`src/rtl/lenet_argmax_2set.sv`:
```
// ---------------------------------------------------------------------------
// LenetArgmax2Set: final classification stage of the LeNet pipeline.
//
// The FC2 stage writes its class scores for two independent sets through an
// SRAM-style port (word address + active-low byte mask, one class per lane).
// This block keeps a private copy of every score. When fc2_done pulses, it
// scans the classes one per cycle, both sets side by side, and keeps the
// winning index and score for each set. The result is held under a
// valid/ready handshake.
//
// Ports
//   clk                 : clock, rising edge
//   srst                : asynchronous active-high reset
//   sram_write_enable_f : write strobe, active-low
//   sram_bytemask_f     : lane select, active-low (lane k -> class 4*addr+k)
//   sram_waddr_f        : word address
//   sram_wdata_f        : set-0 score byte
//   sram_wdata_f_1      : set-1 score byte
//   fc2_done            : one-cycle pulse, all scores have been written
//   result_valid        : winning classes/scores are available
//   result_ready        : consumer accepts the result
//   result_class0/1     : winning class index for set 0 / set 1
//   result_score0/1     : winning signed score for set 0 / set 1
//   overrun             : sticky, fc2_done seen while scanning or holding
// ---------------------------------------------------------------------------
module lenet_argmax_2set #(
  parameter int DATA_WIDTH = 8,
  parameter int CLASS_NUM  = 10
) (
  input  logic                  clk,
  input  logic                  srst,
  input  logic                  sram_write_enable_f,
  input  logic [3:0]            sram_bytemask_f,
  input  logic [1:0]            sram_waddr_f,
  input  logic [DATA_WIDTH-1:0] sram_wdata_f,
  input  logic [DATA_WIDTH-1:0] sram_wdata_f_1,
  input  logic                  fc2_done,
  output logic                  result_valid,
  input  logic                  result_ready,
  output logic [3:0]            result_class0,
  output logic [3:0]            result_class1,
  output logic [DATA_WIDTH-1:0] result_score0,
  output logic [DATA_WIDTH-1:0] result_score1,
  output logic                  overrun
);

  // The most negative signed value. Empty score slots hold it, so they can
  // only win when every slot is still empty.
  localparam logic [DATA_WIDTH-1:0] SCORE_MIN = {1'b1, {(DATA_WIDTH-1){1'b0}}};
  localparam logic [3:0]            LAST_IDX  = 4'(CLASS_NUM - 1);

  typedef enum logic [1:0] {
    IDLE,
    SCAN,
    OUT
  } state_t;

  state_t                        r_state;
  logic [3:0]                    r_idx;
  logic signed [DATA_WIDTH-1:0]  r_score0 [CLASS_NUM];
  logic signed [DATA_WIDTH-1:0]  r_score1 [CLASS_NUM];
  logic signed [DATA_WIDTH-1:0]  r_max0;
  logic signed [DATA_WIDTH-1:0]  r_max1;
  logic [3:0]                    r_maxIdx0;
  logic [3:0]                    r_maxIdx1;
  logic                          r_valid;
  logic [3:0]                    r_resClass0;
  logic [3:0]                    r_resClass1;
  logic [DATA_WIDTH-1:0]         r_resScore0;
  logic [DATA_WIDTH-1:0]         r_resScore1;
  logic                          r_overrun;

  logic [CLASS_NUM-1:0]          w_hit;
  logic signed [DATA_WIDTH-1:0]  w_cur0;
  logic signed [DATA_WIDTH-1:0]  w_cur1;
  logic                          w_take0;
  logic                          w_take1;
  logic signed [DATA_WIDTH-1:0]  w_nextMax0;
  logic signed [DATA_WIDTH-1:0]  w_nextMax1;
  logic [3:0]                    w_nextIdx0;
  logic [3:0]                    w_nextIdx1;

  // Each class decodes its own write hit: it is selected when the word
  // address matches its word and the mask bit of its lane is low. Classes
  // past CLASS_NUM have no slot, so writes to them are dropped here.
  always_comb begin
    w_hit = '0;
    for (int c = 0; c < CLASS_NUM; c++) begin
      w_hit[c] = !sram_write_enable_f && (sram_waddr_f == 2'(c / 4)) &&
                 !sram_bytemask_f[c % 4];
    end
  end

  // Running max step for both sets. Index 0 always seeds the running max.
  // Later indices replace it only on a strictly greater signed score, so a
  // tie keeps the lower index.
  always_comb begin
    w_cur0     = r_score0[r_idx];
    w_cur1     = r_score1[r_idx];
    w_take0    = (r_idx == 4'd0) || (w_cur0 > r_max0);
    w_take1    = (r_idx == 4'd0) || (w_cur1 > r_max1);
    w_nextMax0 = w_take0 ? w_cur0 : r_max0;
    w_nextMax1 = w_take1 ? w_cur1 : r_max1;
    w_nextIdx0 = w_take0 ? r_idx : r_maxIdx0;
    w_nextIdx1 = w_take1 ? r_idx : r_maxIdx1;
  end

  // Main sequencer. In IDLE it captures writes, and a write in the same cycle
  // as fc2_done still lands before the scan starts. SCAN takes one class per
  // cycle and publishes the winners on the final index. OUT holds the result
  // until the handshake. The handshake edge also empties the score buffers
  // for the next image. A stray fc2_done outside IDLE only raises overrun.
  always_ff @(posedge clk or posedge srst) begin
    if (srst) begin
      r_state     <= IDLE;
      r_idx       <= 4'd0;
      r_max0      <= SCORE_MIN;
      r_max1      <= SCORE_MIN;
      r_maxIdx0   <= 4'd0;
      r_maxIdx1   <= 4'd0;
      r_valid     <= 1'b0;
      r_resClass0 <= 4'd0;
      r_resClass1 <= 4'd0;
      r_resScore0 <= SCORE_MIN;
      r_resScore1 <= SCORE_MIN;
      r_overrun   <= 1'b0;
      for (int c = 0; c < CLASS_NUM; c++) begin
        r_score0[c] <= SCORE_MIN;
        r_score1[c] <= SCORE_MIN;
      end
    end else begin
      case (r_state)
        IDLE: begin
          for (int c = 0; c < CLASS_NUM; c++) begin
            if (w_hit[c]) begin
              r_score0[c] <= sram_wdata_f;
              r_score1[c] <= sram_wdata_f_1;
            end
          end
          if (fc2_done) begin
            r_state <= SCAN;
            r_idx   <= 4'd0;
          end
        end

        SCAN: begin
          if (fc2_done) begin
            r_overrun <= 1'b1;
          end
          r_max0    <= w_nextMax0;
          r_max1    <= w_nextMax1;
          r_maxIdx0 <= w_nextIdx0;
          r_maxIdx1 <= w_nextIdx1;
          if (r_idx == LAST_IDX) begin
            r_resClass0 <= w_nextIdx0;
            r_resClass1 <= w_nextIdx1;
            r_resScore0 <= w_nextMax0;
            r_resScore1 <= w_nextMax1;
            r_valid     <= 1'b1;
            r_idx       <= 4'd0;
            r_state     <= OUT;
          end else begin
            r_idx <= r_idx + 4'd1;
          end
        end

        OUT: begin
          if (fc2_done) begin
            r_overrun <= 1'b1;
          end
          if (result_ready) begin
            r_valid <= 1'b0;
            r_state <= IDLE;
            for (int c = 0; c < CLASS_NUM; c++) begin
              r_score0[c] <= SCORE_MIN;
              r_score1[c] <= SCORE_MIN;
            end
          end
        end

        default: begin
          r_state <= IDLE;
          r_valid <= 1'b0;
        end
      endcase
    end
  end

  assign result_valid  = r_valid;
  assign result_class0 = r_resClass0;
  assign result_class1 = r_resClass1;
  assign result_score0 = r_resScore0;
  assign result_score1 = r_resScore1;
  assign overrun       = r_overrun;

endmodule

```
`config.mk`:
```
export PLATFORM = sky130hd
export DESIGN_NAME = lenet_argmax_2set
export DESIGN_NICKNAME = d
export VERILOG_FILES = /design/src/rtl/lenet_argmax_2set.sv
export SDC_FILE = /design/constraint.sdc
export NUM_CORES = 1
export LEC_CHECK = 0
export ABC_AREA = 0
export BUFFER_PORTS_ARGS = -buffer_cell sky130_fd_sc_hd__buf_2
export CORE_MARGIN = 10
export CORE_UTILIZATION = 35
export CTS_CLUSTER_SIZE = 30
export DETAILED_ROUTE_END_ITERATION = 8
export HOLD_SLACK_MARGIN = 0.02
export REMOVE_ABC_BUFFERS = 1
export SYNTH_ARGS = -nofsm -noshare
export SYNTH_HDL_FRONTEND = slang
export SYNTH_SLANG_ARGS = --single-unit
export TNS_END_PERCENT = 30
```
`constraint.sdc`:
```
create_clock -name clk -period 15.8 [get_ports clk]
set_input_delay 0.79 -clock clk [delete_from_list [all_inputs] [get_ports clk]]
set_output_delay 0.79 -clock clk [all_outputs]
set_load 0.02 [all_outputs]
```
### After elaboration in Yosys (flattened, before gate mapping)

Index checks and enable logic that the tools add are counted.

| word-level totals | value |
|---|---|
| register bits after elaboration | 216 |
| output and inout port bits | 26 |

| operators by class | value |
|---|---|
| add/sub/neg operators | 1 |
| magnitude comparators | 3 |
| equality and inequality tests | 18 |
| muxes and demuxes | 43 |
| bitwise operators | 2 |
| reductions and logical operators | 41 |

Operators by type and width:

| kind | count |
|---|---|
| case mux 80 bit (2 select lines) | 2 |
| two-way mux 8 bit | 26 |
| two-way mux 80 bit | 1 |
| binary-select mux 8 bit (select 4 bit) | 2 |
| AND reduction 3 bit | 12 |
| != test 2 bit (second input constant) | 13 |
| greater-than comparator 8 bit | 2 |
| two-way mux 4 bit | 4 |
| logical AND 1 bit | 13 |
| case mux 4 bit (2 select lines) | 1 |
| two-way mux 2 bit | 3 |
| case mux 2 bit (3 select lines) | 1 |
| AND reduction 2 bit | 3 |
| greater-or-equal comparator 5 bit (second input constant) | 1 |
| logical NOT 1 bit | 5 |
| inverter 4 -> 5 bit | 1 |
| adder 4 x 1 -> 4 bit (second input constant) | 1 |
| == test 2 x 1 -> 1 bit (second input constant) | 2 |
| == test 2 bit (second input constant) | 2 |
| == test 4 bit (second input constant) | 1 |
| logical NOT 2 bit | 2 |
| logical NOT 4 bit | 1 |
| nonzero test 2 bit | 2 |
| case mux 1 bit (3 select lines) | 1 |
| 4 further kinds | 6 |

### Logic depth before layout (Yosys ltp)

Gate-level depths: netlist of run 1.

| logic depth | value |
|---|---|
| depth in word-level cells | 7 |
| depth in mapped cells | 13 |

### Least setup slack after synthesis of run 1

Ideal clock, no wire load.

| timing | value |
|---|---|
| path kind | register to register |
| start point | register r_idx[0] |
| end point | register r_maxIdx1[0] |
| setup time | 0.128 ns |
| arrival time | 3.046 ns |
| data required time | 15.672 ns |
| path slack | 12.627 ns |
| cell stages (with the launch flop) | 11 |
| path buffers | 2 |
| path through | dfrtp_1 > buf_6 > mux4_2 > a221o_1 > ha_1 > nor2b_1 > o211ai_1 > a21oi_1 > o31a_1 > buf_2 > mux2_1 |

| on the way | value |
|---|---|
| longest elaborated chain between the ends | 7 |
| elaborated cells on any way between the ends | 8 |
| those cells by class | order compare: 1; mux: 4; bitwise: 1; reduce/logical: 2 |

RTL lines:

| what | line | text |
|---|---|---|
| start: declaration | 59 | `logic [3:0] r_idx;` |
| start signal: assignment | 163 | `r_idx <= r_idx + 4'd1;` |
| inverter 4 -> 5 bit (implied by the code) | 99 | `w_cur1 = r_score1[r_idx];` |
| binary-select mux 8 bit (select 4 bit) | 99 |  |
| two-way mux 8 bit (implied by the code) (2 in a row) | 99 |  |
| greater-than comparator 8 bit | 101 | `w_take1 = (r_idx == 4'd0) \|\| (w_cur1 > r_max1);` |
| logical OR 1 bit | 101 |  |
| two-way mux 4 bit * | 105 | `w_nextIdx1 = w_take1 ? r_idx : r_maxIdx1;` |
| end signal: assignment | 153 | `r_maxIdx1 <= w_nextIdx1;` |
| end: declaration | 65 | `logic [3:0] r_maxIdx1;` |

Mark *: on every way between the ends. The rest lies on a longest branch, timed or not. The select of a mux whose other input is x is not followed.
A chain may end at the register's enable or synchronous reset.

### Worst setup path in the final report of run 1

| timing | value |
|---|---|
| start point | register r_idx[0] |
| end point | register r_resClass0[1] (netlist: result_class0[1]) |

| on the way | value |
|---|---|
| longest elaborated chain between the ends | 7 |
| elaborated cells on any way between the ends | 10 |
| those cells by class | order compare: 1; eq/ne: 1; mux: 4; bitwise: 1; reduce/logical: 3 |

RTL lines:

| what | line | text |
|---|---|---|
| inverter 4 -> 5 bit (implied by the code) | 98 | `w_cur0 = r_score0[r_idx];` |
| binary-select mux 8 bit (select 4 bit) | 98 |  |
| two-way mux 8 bit (implied by the code) (2 in a row) | 98 |  |
| greater-than comparator 8 bit | 100 | `w_take0 = (r_idx == 4'd0) \|\| (w_cur0 > r_max0);` |
| logical OR 1 bit | 100 |  |
| two-way mux 4 bit | 104 | `w_nextIdx0 = w_take0 ? r_idx : r_maxIdx0;` |
| end signal: assignment | 155 | `r_resClass0 <= w_nextIdx0;` |
| end: declaration | 67 | `logic [3:0] r_resClass0;` |

Several ways; a longest one is shown, not always the timed one. The select of a mux whose other input is x is not followed.

==> results of run 1 <==
[registers in the layout (all words and copies together) (netlist names)]
signal / flops
result_valid: 1
r_idx: 4
result_class1: 4
overrun: 1
result_class0: 4
r_state: 2
r_maxIdx1: 4
result_score0: 8
result_score1: 8
r_max0: 8
r_score1: 80
r_max1: 8
r_score0: 80
r_maxIdx0: 4
[final cells by class]
type                    count  share of cell area [%]
repair buffers             64                    3.06
clock inverters            10                   0.677
well taps                 384                    4.19
multi-input cells         673                    37.5
flip-flops and latches    216                    47.5
clock buffers              34                    6.19
inverters                  27                   0.950
[cell usage after synthesis, types with 3 or more instances]
master    instances
buf_1             7
a31oi_1           6
nand4_1           4
buf_6             3
o21ai_0         184
clkbuf_1         49
mux2i_1          45
mux2_1            3
o211ai_1         18
a21oi_1          13
a211o_1           5
dfstp_2          24
dfrtp_1         192
inv_1            25
o22ai_1          20
nor2b_1          10
ha_1             22
nand2b_1         18
o311ai_1          9
a221o_1          10
nand2_1         194
o311ai_0          5
mux4_2           13
or3_1             4
buf_4             3
nor2_1           16
mux2_2           31
nor3_1            8
nand3_1           7
buf_2            16
[routing by layer]
| layer | track usage [%] | wire length [um] | vias to the layer above |
|---|---|---|---|
| met5 | 0 | 0 | - |
| met3 | 2.40 | 1130 | 37 |
| met2 | 22.7 | 11500 | 129 |
| met4 | 3.24 | 444 | 0 |
| li1 | - | - | 3539 |
| met1 | 17.9 | 11400 | 3477 |
[through the flow]
stage               util [%]  instance area (um2)  hold WS, ps
finish                  39.9                11500          361
global route            39.9                11500          413
CTS                     39.9                11500          413
detailed placement      37.2                10700          465
global placement        37.2                10700          435
floorplan                  -                 9800          444
[cells by family (layout without fill, tap and decap cells)]
| kind of cell | Yosys count | after routing |
|---|---|---|
| compound gates | 282 | 282 |
| simple gates | 277 | 277 |
| flops | 216 | 216 |
| buf+inv | 106 | 135 |
| mux | 92 | 92 |
| fa+ha+maj | 22 | 22 |
[worst paths after layout]
check | start | endpoint | slack [ps]
min reg2reg | result_class1[2] | result_class1[2] | 470
min in group clk | result_class1[2] | result_class1[2] | 470
max | r_idx[0] | result_class0[1] | 11270
max in group asynchronous | srst | r_score0[65] | 14160
min | srst | r_score1[27] | 360
max reg2reg | r_idx[0] | result_class0[1] | 11270
[critical path, cell delays in order, from the launching register on]
cell and delay, ps:
dfrtp_2 620, buf_4 520, or3_1 640, o22ai_1 170, or3_1 390, ha_1 340, nor2b_1 140, o211ai_1 130
a211oi_1 1040, o21ai_0 230, a31oi_1 200
[cell usage in the layout, fill, tap and decap left out, types with 8 or more instances in the layout]
master	instances
a21oi_1	13
a221o_1	10
buf_2	52
buf_4	12
clkbuf_16	25
clkinv_2	8
dfrtp_1	190
dfstp_2	24
ha_1	22
inv_1	24
mux2_2	31
mux2i_1	45
mux4_2	13
nand2_1	194
nand2b_1	18
nor2_1	16
nor2b_1	10
nor3_1	8
o211ai_1	18
o21ai_0	178
o22ai_1	20
o311ai_1	9
==> metrics.md, run 1 <==
| Metric | Value |
|---|---|
| Status | `complete, no violations` |
| Max_slew headroom | `roughly 13%` |
| Layout fillers | `~2800` |
| Input/output buffers | `between 50 and 60` |
| Vias per inst | `around 5.1` |
| DR WL/cell | `around 17 um` |
| Synth top area share | `a little under half` |
| Ys async rst share | `100%` |
| Critical Path RT | `approximately 16000 ps` |
| Seq cells post-synth | `around 220` |
| Clock sinks | `roughly 220` |
| DRC viols | `0` |
| Vias in the first global route | `7402` |
| Core area | `~29000 um2` |
| Post-Syn Area | `around 10000 um2` |
| Warnings from Yosys | `0` |
| Dominant cell type by area after synthesis | `dfrtp_1` |
| RSZ-0062 raised after global routing | `false` |
| Final HPWL DP | `roughly 16000 um` |
| Max Cap Viol | `0` |
| XOR/XNOR share of the synthesized area | `0%` |
| Post-synthesis cell count | `about 1000` |
| Post-route setup slack | `about 11000 ps` |
| Wire length of the first global-routing pass | `40300 um` |
| Synth Area in Adders | `between 2 and 3%` |
| Die W | `about 190 um` |
| Largest family of logic cells by synthesized area | `compound AO/OA/AOI/OAI gates` |
| Synth cell types | `52` |
| Remaining antenna violation count after routing | `0` |
| Initial antenna violation count | `0` |
| Flip-flop and latch area | `5440 um2` |
| Pre-Repair DR Iteration Count | `5` |
| Initial core utilization | `between 30% and 40%` |
| Post-Place Worst Slack | `between 10000 and 15000 ps` |
| Fin. max-slew vios | `0` |
| Global Route Usage Sum | `between 10% and 20%` |
| Crit. End Element | `flip-flop` |
| CTS root buffer | `clkbuf_16` |
| Nets@finish | `around 1100` |
| Total grt overflow | `0` |
| Die Ht | `~190 um` |
| Fin cells | `1408` |
| Crit-path max FO | `28` |
| Setup Buffers After CTS | `0` |
| Bufs on Longest Clock Path | `3` |
| Hold WC Path Type | `in -> async` |
| Mux share of post-synthesis cell area | `~11%` |
| Final Skew | `between 6 and 7 ps` |
| Critical path type | `reg -> reg` |
| Slew @ Worst Pin | `approximately 1300 ps` |
| CTS Buf Count | `24` |
| Share of the synthesized area in compound gates (AO/OA/AOI/OAI) | `around 16%` |
| Final Critical Period | `around 4500 ps` |
| Clock Latency Late Sink | `between 500 and 600 ps` |
| 1st-iter DRT viols | `roughly 550` |
| Clock slew at reported path FFs | `roughly 60 ps` |
| Post-Syn Area per Cell | `~10 um2` |
| RePlAce Congestion | `between 0.7 and 0.8` |
| Die ar. | `between 30000 and 40000 um2` |
| Cell Rows | `62` |
| Hold buffers post-CTS | `0` |
| Seq/Total Area, Yosys | `53.5%` |
| Endpoints failing setup | `0` |
| Startpoint type of the worst setup path | `flip-flop` |
| Total number of vias | `7182` |
| Area of the multi-input gates | `approximately 4300 um2` |
| Synth Area in Simple Gates | `a little under an eighth` |
| # placed instances | `around 1400` |
| Top FF cell, synth | `dfrtp_1` |
| Fin. Hold Viols | `0` |
| Ant diodes | `0` |
| I/O pin cnt | `53` |
| Post-synth EDFFs | `0` |
| Final period utilization | `28.7%` |
| CP arrival | `between 4000 and 5000 ps` |
| Post-CTS sizing | `0` |
| CTS tree | `yes` |
| Layout area overhead | `12.8%` |
| Top cells by area, synth | `dfrtp_1 47%, o21ai_0 9.1%, nand2_1 7.2%` |
| Largest net degree at the start of global routing | `97` |
| H-tree depth | `1` |
| Final setup TNS | `0 ps` |
| Reg2Reg Depth | `10` |
| Fmax | `about 220 MHz` |
| Fraction of layout cells with a size suffix above 1 | `a little under a fifth` |
| Routed WL | `24600 um` |
Power of run 1 is not shown: default switching activity piles up to over one toggle a cycle in this logic, so the estimate is an artifact.
==> inputs of run 2 (changes only) <==
Settings changed: ABC_AREA 0 to 1.
Clock period 15.8 ns to 4.4 ns, I/O delays scaled along.
==> metrics.md, run 2 <==
| Metric | Value |
|---|---|
| Nets@finish | `1381 (+31%)` |
| Die Ht | `191 um (+0.50%)` |
| Initial antenna violation count | `0 (unchanged)` |
| RePlAce Congestion | `0.787 (+1.5%)` |
| Max Cap Viol | `0 (unchanged)` |
| Synth cell types | `28 (-46%)` |
| Final period utilization | `85.1% (+56 points)` |
| Layout area overhead | `14.1%` |
| Seq/Total Area, Yosys | `52.9% (-0.60 points)` |
| Vias in the first global route | `8446 (+14%)` |
| Warnings from Yosys | `0 (unchanged)` |
| Wire length of the first global-routing pass | `45700 um (+14%)` |
| Dominant cell by count in the synthesized netlist | `nand2_1` |
| Startpoint type of the worst setup path | `flip-flop` |
| Vias per inst | `4.99 (-2.2%)` |
| Top FF cell, synth | `dfrtp_1` |
| Final Critical Period | `3740 ps (-788 ps)` |
| Fin cells | `1733 (+23%)` |
| Hold wc startpoint | `sram_wdata_f_1[7]` |
| Remaining antenna violation count after routing | `0 (unchanged)` |
| 1st-iter DRT viols | `692 (+25%)` |
| RR Endpoint | `result_score1[6]` |
| Bufs on Longest Clock Path | `3 (unchanged)` |
| Top cells by area, synth | `dfrtp_1 47%, nand2_1 16%, o21ai_0 12%` |
| Post-synth top cells | `440 x nand2_1, 245 x o21ai_0, 192 x dfrtp_1` |
| Total number of vias | `8648 (+20%)` |
| Most frequent cells in the layout | `440 x nand2_1, 245 x o21ai_0, 191 x dfrtp_1` |
| Dominant cell type by area after synthesis | `dfrtp_1` |
| Post-synth EDFFs | `0 (unchanged)` |
| Post-Syn Area | `10300 um2 (+1.1%)` |
| DRC viols | `0 (unchanged)` |
| Fmax | `267 MHz (+21%)` |
| CTS Buf Count | `24 (unchanged)` |
| Pre-Repair DR Iteration Count | `5 (unchanged)` |
| Die ar. | `36600 um2 (+1.0%)` |
| Seq cells post-synth | `216 (unchanged)` |
| Largest net degree at the start of global routing | `120 (+24%)` |
| Global Route Usage Sum | `15.4% (+1.8 points)` |
| Cell Rows | `62 (unchanged)` |
| Final HPWL DP | `17500 um (+11%)` |
| Die W | `191 um (+0.50%)` |
| Ant diodes | `0 (unchanged)` |
| Clock sinks | `216 (unchanged)` |
| DR WL/cell | `16.2 um (-7.3%)` |
| Post-Syn Area per Cell | `7.90 um2 (-23%)` |
| Cell depth of the worst min-delay path | `3` |
| Reg2Reg Depth | `19 (+9)` |
| Fraction of layout cells with a size suffix above 1 | `11.0% (-7.1 points)` |
| CP arrival | `4150 ps (-810 ps)` |
| Slew @ Worst Pin | `1260 ps (-38.2 ps)` |
| Commonest non-fill, non-tap cell in the layout | `nand2_1` |
| Hold WC Path Type | `in -> reg` |
| CTS root buffer | `clkbuf_16` |
| # placed instances | `1688 (+24%)` |
| Fin. Hold Viols | `0 (unchanged)` |
| Ys async rst share | `100% (unchanged)` |
| Worst reg2reg startpoint | `r_idx[1]` |
| Initial core utilization | `35.6% (+0.21 points)` |
| Post-synthesis cell count | `1300 (+31%)` |
| Endpoints failing setup | `0 (unchanged)` |
| Final Skew | `11.8 ps (+5.04 ps)` |
| Reg2Reg Setup Slack | `660 ps (-10610 ps)` |
| Crit. End Element | `flip-flop` |
| Synth top area share | `46.8% (-0.53 points)` |
| H-tree depth | `1 (unchanged)` |
| Hold Path End | `r_score1[15]` |
| Routed WL | `28000 um (+14%)` |
| CTS tree | `yes` |
| Input/output buffers | `52 (unchanged)` |
| Final setup TNS | `0 ps (unchanged)` |
| RSZ-0062 raised after global routing | `false` |
| Critical path type | `reg -> reg` |
| Critical Path RT | `4810 ps (-11420 ps)` |
| Total grt overflow | `0 (unchanged)` |
| Clock Latency Late Sink | `520 ps (about the same)` |
| Status | `complete, no violations` |
| Crit-path max FO | `36 (+29%)` |
| Fin. max-slew vios | `0 (unchanged)` |
| Core area | `28900 um2 (+0.54%)` |
| Setup Buffers After CTS | `0 (unchanged)` |
| Max_slew headroom | `15.6% (+2.9 points)` |
| I/O pin cnt | `53 (unchanged)` |
| Largest registers | `r_score0 (80), r_score1 (80)` |
| Clock slew at reported path FFs | `60 ps (about the same)` |
[run 2: critical path, stage by stage, from the launching register on]
cell,delay [ps]
dfrtp_1,370
buf_4,240
inv_2,580
o21ai_0,170
o21ai_0,270
nand2_1,90
and3_1,220
inv_1,80
ha_1,230
a21oi_1,150
nor2_1,60
nor2_1,120
nand2_1,70
nand2_1,60
nand3_1,60
buf_4,190
nand2_1,340
nand2_1,130
nand3_1,120
nand2_1,70
[run 2: timing repair]
action / CTS / global route
hold buffers: 2 / 0
setup endpoints to repair: 0 / 0
hold endpoints to repair: 95 / 0
resized for setup: 0 / 0
[run 2: cell families after synthesis]
group	after synthesis	share of synthesized area [%]
fa+ha+maj	22	2.68
flops	216	52.9
xor+xnor	1	0.0853
buf+inv	136	5.40
simple gates	641	24.9
compound gates	284	14.1
[run 2: stage by stage]
step / area (um2) / setup slack, ps / util [%] / hold WS (ps)
6_report: 11700 / 655 / 40.6 / 131
5_1_grt: 11700 / 276 / 40.6 / 159
4_1_cts: 11700 / 664 / 40.6 / 123
3_5_place_dp: 10900 / 654 / 37.8 / 450
3_3_place_gp: 10900 / 741 / 37.8 / 436
2_1_floorplan: 9950 / -1690 / - / 341
[run 2: how the worst max path moves through the flow]
stage             start                to  slack [ps]  cells past startpoint
2_1_floorplan      srst           overrun       -1690                      1
3_3_place_gp   r_idx[1]  result_class1[0]         740                     19
3_5_place_dp   r_idx[0]  result_class1[0]         650                     21
4_1_cts        r_idx[1]  result_class1[0]         660                     19
5_1_grt        r_idx[1]  result_score1[0]         280                     19
6_report       r_idx[1]  result_score1[6]         660                     19
[run 2: layout make-up]
| cell class | instances | area [um2] |
|---|---|---|
| sequential | 216 | 5440 |
| timing repair buffer | 80 | 500 |
| clock buffer | 38 | 724 |
| fill | 2959 | 17100 |
| clock inverter | 5 | 53.8 |
| tap | 384 | 480 |
| inverter | 62 | 240 |
| multi-input combinational | 948 | 4280 |
[run 2: layer usage]
layer / wire, um / share of wire (%) / track usage (%)
met1: 13000 / 46 / 20.9
met2: 12800 / 46 / 24.9
met3: 1530 / 5.5 / 2.42
met4: 699 / 2.5 / 4.36
met5: 0 / 0 / 0
Power of run 2 is left out for the same reason.
==> inputs of run 3 (changes only) <==
Settings changed: CORE_UTILIZATION 35 to 40, SETUP_SLACK_MARGIN set to 0.4.
Clock period 4.4 ns to 4.15 ns, I/O delays scaled along.
==> metrics.md, run 3 (synthesis gave the netlist of run 2 again) <==
| Metric | Value |
|---|---|
| Final Critical Period | `3350 ps (-395 ps)` |
| Pre-Repair DR Iteration Count | `6 (+1)` |
| Fraction of layout cells with a size suffix above 1 | `11.2% (+0.20 points)` |
| Core area | `25300 um2 (-12%)` |
| Slew @ Worst Pin | `1150 ps (-111 ps)` |
| DRC viols | `0 (unchanged)` |
| Final period utilization | `80.7% (-4.4 points)` |
| Status | `complete, no violations` |
| Fin. max-slew vios | `0 (unchanged)` |
| Max_slew headroom | `23.1% (+7.4 points)` |
| Worst path cell trace | `inv_2 -> nor2_2 -> buf_4 -> inv_1 -> a21oi_1 -> nor2_1 -> inv_1 -> ha_1 -> a21oi_1 -> nor2_1 -> nor2_1 -> nand2_1 -> nand2_1 -> nand3_1 -> nand2_1 -> nand2_1 -> nand3_1 -> nand2_1` |
| Most frequent cells in the layout | `440 x nand2_1, 245 x o21ai_0, 191 x dfrtp_1` |
| Fin. Hold Viols | `0 (unchanged)` |
| Routed WL | `27700 um (-1.4%)` |
| Hold wc startpoint | `sram_wdata_f_1[7]` |
| RSZ-0062 raised after global routing | `false` |
| Vias per inst | `5.16 (+3.3%)` |
| Wire length of the first global-routing pass | `45500 um (-0.62%)` |
| Commonest non-fill, non-tap cell in the layout | `nand2_1` |
| Die ar. | `32500 um2 (-11%)` |
| Cell Rows | `58 (-6.5%)` |
| Die W | `180 um (-5.8%)` |
| Final Skew | `12.6 ps (+0.740 ps)` |
| Max incr delay on CP | `540 ps (-40 ps)` |
| Crit-path most repeated cell | `nand2_1` |
| Input/output buffers | `52 (unchanged)` |
| CTS Buf Count | `24 (unchanged)` |
| CTS root buffer | `clkbuf_16` |
| Worst path slowest cell | `dfrtp_1` |
| CP arrival | `3750 ps (-400 ps)` |
| Critical path type | `reg -> reg` |
| I/O pin cnt | `53 (unchanged)` |
| Initial antenna violation count | `0 (unchanged)` |
| Worst reg2reg startpoint | `r_idx[2]` |
| Crit. End Element | `flip-flop` |
| Hold WC Path Type | `in -> reg` |
| Setup Buffers After CTS | `0 (unchanged)` |
| Final Instance Area | `11600 um2 (-0.70%)` |
| Hold Path End | `r_score1[23]` |
| DP Area | `10900 um2 (-0.48%)` |
| CTS tree | `yes` |
| 1st-iter DRT viols | `770 (+11%)` |
| Bufs on Longest Clock Path | `3 (unchanged)` |
| Endpoints failing setup | `0 (unchanged)` |
| Final HPWL DP | `17100 um (-1.9%)` |
| Global Route Usage Sum | `16.6% (+1.2 points)` |
| Total number of vias | `8672 (+0.28%)` |
| Nets@finish | `1383 (+0.14%)` |
| Cell depth of the worst min-delay path | `3 (unchanged)` |
| Reg2Reg Setup Slack | `800 ps (+150 ps)` |
| Die Ht | `180 um (-5.8%)` |
| DR WL/cell | `16.4 um (+1.6%)` |
| Total grt overflow | `0 (unchanged)` |
| Clock slew at reported path FFs | `60 ps (about the same)` |
| Layout area overhead | `13.3%` |
| Largest registers | `r_score0 (80), r_score1 (80)` |
| Worst hold slack | `118 ps (-12.0 ps)` |
| Vias in the first global route | `8586 (+1.7%)` |
| Startpoint type of the worst setup path | `flip-flop` |
| Critical Path RT | `4550 ps (-260 ps)` |
| Initial core utilization | `40.7% (+5.1 points)` |
| Remaining antenna violation count after routing | `0 (unchanged)` |
| Clock sinks | `216 (unchanged)` |
| Max Cap Viol | `0 (unchanged)` |
| Crit-path max FO | `12 (-67%)` |
| Reg2Reg Depth | `18 (-1)` |
| Ant diodes | `0 (unchanged)` |
| RePlAce Congestion | `0.823 (+4.6%)` |
| Fmax | `299 MHz (+12%)` |
| Clock Latency Late Sink | `520 ps (about the same)` |
| RR Endpoint | `result_class0[1]` |
| Largest net degree at the start of global routing | `100 (-17%)` |
| H-tree depth | `1 (unchanged)` |
## run 3: cell types whose count changed in the layout (fill, tap and decap cells not counted), sizes merged
cell and change:
clkbuf -1, buf +2, bufinv -1, clkinv +3
## run 3: worst max path at each step
stage,startpoint,endpoint,slack (ps),depth (start not counted)
final,r_idx[2],result_class0[1],800,18
after global routing,r_idx[0],r_maxIdx1[2],420,18
after CTS,r_idx[1],r_maxIdx1[0],690,18
after detailed placement,r_idx[1],r_maxIdx1[2],730,18
after global placement,r_idx[1],result_class0[1],770,18
after floorplan,srst,overrun,-1930,1
## run 3: metrics by stage
step                      std cells  TNS (ps)  util, %  worst slack, ps
final                          1682         0     46.1              801
after global routing           1682         0     46.1              424
after global placement         1636         0     43.0              767
after detailed placement       1636         0     43.0              726
after CTS                      1682         0     46.1              687
after floorplan                1226   -389980        -            -1930
## run 3: timing repair
item / 4_1_cts / 5_1_grt
endpoints found under the hold margin: 92 / 0
hold buffers: 2 / 0
resized for setup: 0 / 2
setup endpoints to repair: 0 / 25
## run 3: critical path: cells and delay by family, from the launching register on
kind | cells | cell delay [ps]
simple gates | 11 | 1700
buf+inv | 4 | 490
compound gates | 2 | 280
fa+ha+maj | 1 | 220
flops | 1 | 540
## run 3: cell type report
type	count	area, um2
flip-flops and latches	216	5440
inverters	62	243
clock buffers	37	699
repair buffers	82	515
fillers	2568	13600
multi-input cells	948	4280
clock inverters	7	46.3
well taps	330	413
## run 3: routing by layer
layer | up-vias | wire length [um] | GRT usage [%]
met5 | - | 0 | 0
met4 | 0 | 600 | 4.40
met3 | 38 | 1110 | 2.13
met2 | 170 | 12800 | 27.4
met1 | 4174 | 13100 | 22.4
li1 | 4290 | - | -
Power of run 3 is left out for the same reason.
